==> config.mk <==
export PLATFORM = sky130hd
export DESIGN_NAME = frac_mv_search_flat
export DESIGN_NICKNAME = d
export VERILOG_FILES = /design/src/rtl/frac_mv_search_if.sv /design/src/rtl/frac_mv_search.sv /design/src/flat_wrapper.sv
export SDC_FILE = /design/constraint.sdc
export NUM_CORES = 2
export LEC_CHECK = 0
export BUFFER_PORTS_ARGS = -buffer_cell sky130_fd_sc_hd__buf_2
export CAP_MARGIN = 5
export CORE_ASPECT_RATIO = 0.9
export CORE_MARGIN = 1
export CORE_UTILIZATION = 50
export DETAILED_ROUTE_END_ITERATION = 7
export PLACE_DENSITY = 0.66
export SYNTH_ARGS = -nofsm -noshare
export SYNTH_HDL_FRONTEND = slang
export SYNTH_SLANG_ARGS = --single-unit
==> constraint.sdc <==
create_clock -name clk -period 17.6 [get_ports clk]
set_input_delay 4.4 -clock clk [delete_from_list [all_inputs] [get_ports clk]]
set_output_delay 4.4 -clock clk [all_outputs]
set_load 0.05 [all_outputs]
==> src/rtl/frac_mv_search_if.sv <==
// frac_mv_search_if: row input, flush and result handshake bundle for frac_mv_search.
interface frac_mv_search_if #(
    parameter int PIX_W  = 8,
    parameter int BLK_W  = 8,
    parameter int BLK_H  = 8,
    parameter int CAND_X = 3,
    parameter int CAND_Y = 3,
    parameter int MV_W   = 3
);
    localparam int NC    = CAND_X * CAND_Y;
    localparam int IDX_W = NC > 1 ? $clog2(NC) : 1;
    localparam int SAD_W = PIX_W + $clog2(BLK_W * BLK_H);
    logic                      flush;
    logic                      in_valid;
    logic                      in_ready;
    logic [BLK_W*PIX_W-1:0]    ref_row;
    logic [NC*BLK_W*PIX_W-1:0] cand_rows;
    logic                      out_valid;
    logic                      out_ready;
    logic [MV_W-1:0]           mvx;
    logic [MV_W-1:0]           mvy;
    logic [IDX_W-1:0]          best_idx;
    logic [SAD_W-1:0]          best_sad;
    modport master (
        output flush, in_valid, ref_row, cand_rows, out_ready,
        input  in_ready, out_valid, mvx, mvy, best_idx, best_sad
    );
    modport slave (
        input  flush, in_valid, ref_row, cand_rows, out_ready,
        output in_ready, out_valid, mvx, mvy, best_idx, best_sad
    );
endinterface

==> src/rtl/frac_mv_search.sv <==
// frac_mv_search: per-candidate SAD accumulation over a block, then a sequential minimum scan.
// Define FRAC_MV_COST_EN to compare SAD + COST_LAMBDA*(|mvx|+|mvy|) (saturating) instead of pure SAD.
module frac_mv_search #(
    parameter int PIX_W       = 8,
    parameter int BLK_W       = 8,
    parameter int BLK_H       = 8,
    parameter int CAND_X      = 3,
    parameter int CAND_Y      = 3,
    parameter int MV_W        = 3,
    parameter int COST_LAMBDA = 4
) (
    input logic            clk,
    input logic            reset,
    frac_mv_search_if.slave bus
);
    localparam int NC    = CAND_X * CAND_Y;
    localparam int IDX_W = NC > 1 ? $clog2(NC) : 1;
    localparam int SAD_W = PIX_W + $clog2(BLK_W * BLK_H);
    localparam int CNT_W = $clog2((BLK_H > NC ? BLK_H : NC) + 1);
`ifdef FRAC_MV_COST_EN
    localparam int LAMBDA = COST_LAMBDA;
`else
    localparam int LAMBDA = COST_LAMBDA * 0;
`endif

    typedef enum logic [1:0] {IDLE, ACC, CMP, DONE} state_t;
    state_t           r_state, w_next;
    logic [CNT_W-1:0] r_cnt;
    logic [SAD_W-1:0] r_acc [NC];
    logic [SAD_W-1:0] w_row_sad [NC];
    logic [SAD_W-1:0] r_min_sad, w_cost, r_best_sad;
    logic [IDX_W-1:0] r_min_idx, w_sel, r_best_idx;
    logic [MV_W-1:0]  r_mvx, r_mvy;
    logic [31:0]      w_sum;
    logic             w_last_row, w_scan_end;

    function automatic int off_x(input int i);
        return i % CAND_X - (CAND_X - 1) / 2;
    endfunction
    function automatic int off_y(input int i);
        return i / CAND_X - (CAND_Y - 1) / 2;
    endfunction
    function automatic int iabs(input int v);
        return v < 0 ? -v : v;
    endfunction
    function automatic logic [PIX_W-1:0] absdiff(input logic [PIX_W-1:0] a, input logic [PIX_W-1:0] b);
        return a > b ? a - b : b - a;
    endfunction

    assign w_last_row = r_cnt == CNT_W'(BLK_H - 1);
    assign w_scan_end = r_cnt == CNT_W'(NC);
    assign w_sel      = IDX_W'(r_cnt);

    always_comb begin
        for (int c = 0; c < NC; c++) begin
            w_row_sad[c] = '0;
            for (int p = 0; p < BLK_W; p++)
                w_row_sad[c] = w_row_sad[c] + SAD_W'(absdiff(bus.ref_row[p*PIX_W +: PIX_W],
                                                             bus.cand_rows[(c*BLK_W+p)*PIX_W +: PIX_W]));
        end
    end

    // scan-order candidate cost; saturates at the SAD width
    always_comb begin
        w_sum  = 32'(r_acc[w_sel]) + 32'(LAMBDA * (iabs(off_x(int'(w_sel))) + iabs(off_y(int'(w_sel)))));
        w_cost = w_sum > ((32'd1 << SAD_W) - 32'd1) ? '1 : SAD_W'(w_sum);
    end

    always_ff @(posedge clk or posedge reset)
        if (reset) r_state <= IDLE;
        else       r_state <= bus.flush ? IDLE : w_next;

    always_comb begin
        w_next = r_state;
        case (r_state)
            IDLE: w_next = bus.in_valid ? (BLK_H == 1 ? CMP : ACC) : IDLE;
            ACC:  w_next = bus.in_valid && w_last_row ? CMP : ACC;
            CMP:  w_next = w_scan_end ? DONE : CMP;
            DONE: w_next = bus.out_ready ? IDLE : DONE;
        endcase
    end

    always_comb begin
        bus.in_ready  = r_state == IDLE || r_state == ACC;
        bus.out_valid = r_state == DONE;
    end

    assign bus.mvx      = r_mvx;
    assign bus.mvy      = r_mvy;
    assign bus.best_idx = r_best_idx;
    assign bus.best_sad = r_best_sad;

    always_ff @(posedge clk or posedge reset) begin
        if (reset) begin
            r_cnt      <= '0;
            r_min_sad  <= '0;
            r_min_idx  <= '0;
            r_best_sad <= '0;
            r_best_idx <= '0;
            r_mvx      <= '0;
            r_mvy      <= '0;
            for (int c = 0; c < NC; c++) r_acc[c] <= '0;
        end else if (bus.flush) begin
            r_cnt <= '0;
            for (int c = 0; c < NC; c++) r_acc[c] <= '0;
        end else if (r_state == IDLE || r_state == ACC) begin
            if (bus.in_valid) begin
                for (int c = 0; c < NC; c++)
                    r_acc[c] <= (r_state == IDLE ? '0 : r_acc[c]) + w_row_sad[c];
                r_cnt <= w_last_row ? '0 : r_cnt + 1'b1;
            end
        end else if (r_state == CMP) begin
            r_cnt <= w_scan_end ? '0 : r_cnt + 1'b1;
            if (w_scan_end) begin
                r_best_sad <= r_min_sad;
                r_best_idx <= r_min_idx;
                r_mvx      <= MV_W'(off_x(int'(r_min_idx)));
                r_mvy      <= MV_W'(off_y(int'(r_min_idx)));
            end else if (r_cnt == '0 || w_cost < r_min_sad) begin
                r_min_sad <= w_cost;
                r_min_idx <= w_sel;
            end
        end
    end
endmodule

==> src/flat_wrapper.sv <==
// flat-port wrapper written by rule: the top's interface ports become plain ports
module frac_mv_search_flat 
#(
    parameter int PIX_W       = 8,
    parameter int BLK_W       = 8,
    parameter int BLK_H       = 8,
    parameter int CAND_X      = 3,
    parameter int CAND_Y      = 3,
    parameter int MV_W        = 3,
    parameter int COST_LAMBDA = 4
)
  (clk, reset, bus_flush, bus_in_valid, bus_ref_row, bus_cand_rows, bus_out_ready, bus_in_ready, bus_out_valid, bus_mvx, bus_mvy, bus_best_idx, bus_best_sad);
  frac_mv_search_if #(.PIX_W(PIX_W), .BLK_W(BLK_W), .BLK_H(BLK_H), .CAND_X(CAND_X), .CAND_Y(CAND_Y), .MV_W(MV_W)) bus_i ();
  input logic clk;
  input logic reset;
  input wire logic [$bits(bus_i.flush)-1:0] bus_flush;
  input wire logic [$bits(bus_i.in_valid)-1:0] bus_in_valid;
  input wire logic [$bits(bus_i.ref_row)-1:0] bus_ref_row;
  input wire logic [$bits(bus_i.cand_rows)-1:0] bus_cand_rows;
  input wire logic [$bits(bus_i.out_ready)-1:0] bus_out_ready;
  output wire logic [$bits(bus_i.in_ready)-1:0] bus_in_ready;
  output wire logic [$bits(bus_i.out_valid)-1:0] bus_out_valid;
  output wire logic [$bits(bus_i.mvx)-1:0] bus_mvx;
  output wire logic [$bits(bus_i.mvy)-1:0] bus_mvy;
  output wire logic [$bits(bus_i.best_idx)-1:0] bus_best_idx;
  output wire logic [$bits(bus_i.best_sad)-1:0] bus_best_sad;
  assign bus_i.flush = bus_flush;
  assign bus_i.in_valid = bus_in_valid;
  assign bus_i.ref_row = bus_ref_row;
  assign bus_i.cand_rows = bus_cand_rows;
  assign bus_i.out_ready = bus_out_ready;
  assign bus_in_ready = bus_i.in_ready;
  assign bus_out_valid = bus_i.out_valid;
  assign bus_mvx = bus_i.mvx;
  assign bus_mvy = bus_i.mvy;
  assign bus_best_idx = bus_i.best_idx;
  assign bus_best_sad = bus_i.best_sad;
  frac_mv_search #(.PIX_W(PIX_W), .BLK_W(BLK_W), .BLK_H(BLK_H), .CAND_X(CAND_X), .CAND_Y(CAND_Y), .MV_W(MV_W), .COST_LAMBDA(COST_LAMBDA)) u_core (.clk(clk), .reset(reset), .bus(bus_i));
endmodule
==> summary.md <==
| Metric | Value |
|---|---|
| Failing checks | `DRC` |
| Post-DRT Antenna Nets | `0` |
| Worst-path clk slew | `0.07 ns` |
| Hold Path Depth | `2` |
| Synthesized net count | `10.5k` |
| Gates resized, CTS repair | `0` |
| Largest net degree at the start of global routing | `82` |
| # clock sinks | `174` |
| Slew headroom | `14.2%` |
| Status | `finished, violations left` |
| Full die area | `0.137 mm^2` |
| Worst Hold Class | `reg2reg` |
| Ys flop type | `dfrtp_1` |
| Tcrit/Tclk final | `71.7%` |
| Seq/Total Area, Yosys | `6.42%` |
| Hpwl dp | `225000 um` |
| Most frequent CP cell | `fa_1` |
| Worst-path fanout max | `15` |
| Yosys warning total | `0` |
| Clock tree from TritonCTS | `built` |
| Critical Path Max Stage Delay | `0.57 ns` |
| Setup TNS | `0 ns` |
| Setup slack at placement | `4.71 ns` |
| Endpoint type of the worst setup path | `flip-flop` |
| Max_cap viols | `0` |
| CP arrival | `12.94 ns` |
| GPL Wtd Cong | `1.08` |
| Vias in the first global route | `58.0k` |
| Async SR Flop Fraction | `100%` |
| FP Rows | `127` |
| Mapped Area | `0.0678 mm^2` |
| Worst-Skew Late Latency | `0.48 ns` |
| Number of CTS-inserted buffers | `17` |
| Minimum clock period | `12.61 ns` |
| P&R area growth vs syn | `9.00%` |
| # DRC | `2` |
| Reg2Reg Depth | `20` |
| Die width | `390 um` |
| Layout cell share with drive strength beyond 1 | `11.9%` |
| Iteration-0 DRC Markers | `5363` |
| CP max-delay cell | `xor2_1` |
| Register bit total from synthesis | `174` |
| First-pass GRT wire length | `377000 um` |
| Endpoints failing setup | `0` |
| Initial Utilization | `50.6%` |
| Cell variety after synth | `92` |
| Mapped Avg Cell Area | `8.58 um^2` |
| Post-synthesis cell count | `7908` |
| Vias | `59.8k` |
| Clock Tree Root | `clkbuf_16` |
| H-tree levels | `4` |
| Clock Skew | `0.0131 ns` |
| Vert. Die Dim | `351 um` |
| Peak Freq | `79.3 MHz` |
| Hold Fails Final Rpt | `0` |
| Commonest non-fill, non-tap cells in the layout | `inv_1, ha_1, buf_2` |
| Post-Place Cell Area | `0.0733 mm^2` |
| RSZ-0062 raised after global routing | `no` |
| Crit path kind | `in2reg` |
| Final Cell Area | `0.0740 mm^2` |
| Hold buffers post-CTS | `0` |
| Gr usage total | `37.3%` |
| Buffers on Ports | `670` |
| Pins Over Slew Limit | `0` |
| Post-route setup slack | `4.99 ns` |
| Worst setup SP type | `input port` |
| WL/cell | `25.2 um` |
| Commonest non-fill, non-tap cell in the layout | `inv_1` |
| GRT overflow | `0` |
| First drt pass iteration count | `8` |
| Antenna violations before repair | `36` |
| CP required | `17.93 ns` |
| Core area | `0.134 mm^2` |
| Layout net count | `11.1k` |
| EDFF count, synth | `0` |
| Max clock buf depth | `2` |
| I/O pins | `671` |
| Final wirelength | `261000 um` |
| DR vias/cell | `5.78` |
| Post-CTS setup buffers | `0` |
| Slew @ Worst Pin | `1.28 ns` |
| Layout Utilization | `55.2%` |
[synth_stat cells (all sizes together) (75+ instances only)]
cell type | number | area (um^2)
mux2 | 225 | 2530
fa | 576 | 11500
xor2 | 193 | 1690
mux2i | 355 | 3550
ha | 1372 | 17200
o21bai | 79 | 593
inv | 1497 | 5620
a211oi | 95 | 728
a21o | 181 | 1360
nand4 | 97 | 607
o21ai | 362 | 1840
xnor2 | 369 | 3230
a21oi | 542 | 2740
nand3 | 75 | 375
dfrtp | 174 | 4350
nor2 | 265 | 997
nand2 | 492 | 1850
[critical path: cells and delay by family]
family | cells | cell delay [ns]
adder cells (fa/ha/maj) | 8 | 3.60
AO/OA/AOI/OAI | 13 | 2.82
buffers and inverters | 5 | 0.89
XOR/XNOR | 3 | 0.86
multiplexers | 1 | 0.34
[stage by stage]
step / std cells / hold WS, ns
final: 10300 / 0.479
after global routing: 10300 / 0.505
after CTS: 10300 / 0.485
after detailed placement: 10300 / 0.469
after global placement: 10300 / 0.461
after floorplan: 7908 / 0.458
[registers in the layout, indices dropped and copies added (netlist names)]
register	flops
u_core.bus.best_sad	14
u_core.r_acc	126
u_core.bus.best_idx	4
u_core.r_min_sad	14
u_core.r_min_idx	4
u_core.bus.mvx	3
u_core.r_cnt	4
u_core.r_state	2
u_core.bus.mvy	3
[worst paths after layout]
check	startpoint	to	slack, ns
worst max-delay path	bus_ref_row[8]	u_core.r_acc[40]$_DFFE_PP0P_	4.99
worst min-delay path	u_core.bus.best_sad[3]$_DFFE_PP0P_	u_core.bus.best_sad[3]$_DFFE_PP0P_	0.48
worst max register to register	u_core.r_state[1]$_DFF_PP0_	u_core.r_acc[97]$_DFFE_PP0P_	10.52
worst min register to register	u_core.bus.best_sad[3]$_DFFE_PP0P_	u_core.bus.best_sad[3]$_DFFE_PP0P_	0.48
max in group asynchronous	reset	u_core.r_acc[75]$_DFFE_PP0P_	11.55
min in group asynchronous	reset	u_core.bus.best_idx[2]$_DFFE_PP0P_	4.01
[cells by family (layout without fill, tap and decap cells)]
| group | after synthesis | count (layout) | share of synthesized area [%] |
|---|---|---|---|
| muxes | 607 | 607 | 9.87 |
| adders and majority gates | 1948 | 1948 | 42.3 |
| buffers and inverters | 1644 | 2247 | 9.28 |
| other | 0 | 21 | 0 |
| DFF | 174 | 174 | 6.42 |
| AOI/OAI and AO/OA | 1691 | 1691 | 15.9 |
| xor gates and xnor gates | 562 | 562 | 7.26 |
| and+or+nand+nor | 1282 | 1282 | 8.95 |
[layer usage]
layer	part of all wire (%)	global-route usage [%]	up-vias
met5	0.074	0	-
met4	5.4	17.6	32
met3	10	9.63	478
met2	42	55.9	2652
met1	43	50.1	28700
li1	-	-	27900
[area by class of cell]
type                       count  area, um^2
tap                         1806        2260
sequential                   174        4360
clock inverter                13         180
antenna                       21        52.6
inverter                    1498        5630
fill                       12500       60000
multi-input combinational   6090       57300
clock buffer                  18         429
timing repair buffer         718        3710
Power is not shown: default switching activity piles up to over one toggle a cycle in this logic, so the estimate is an artifact.
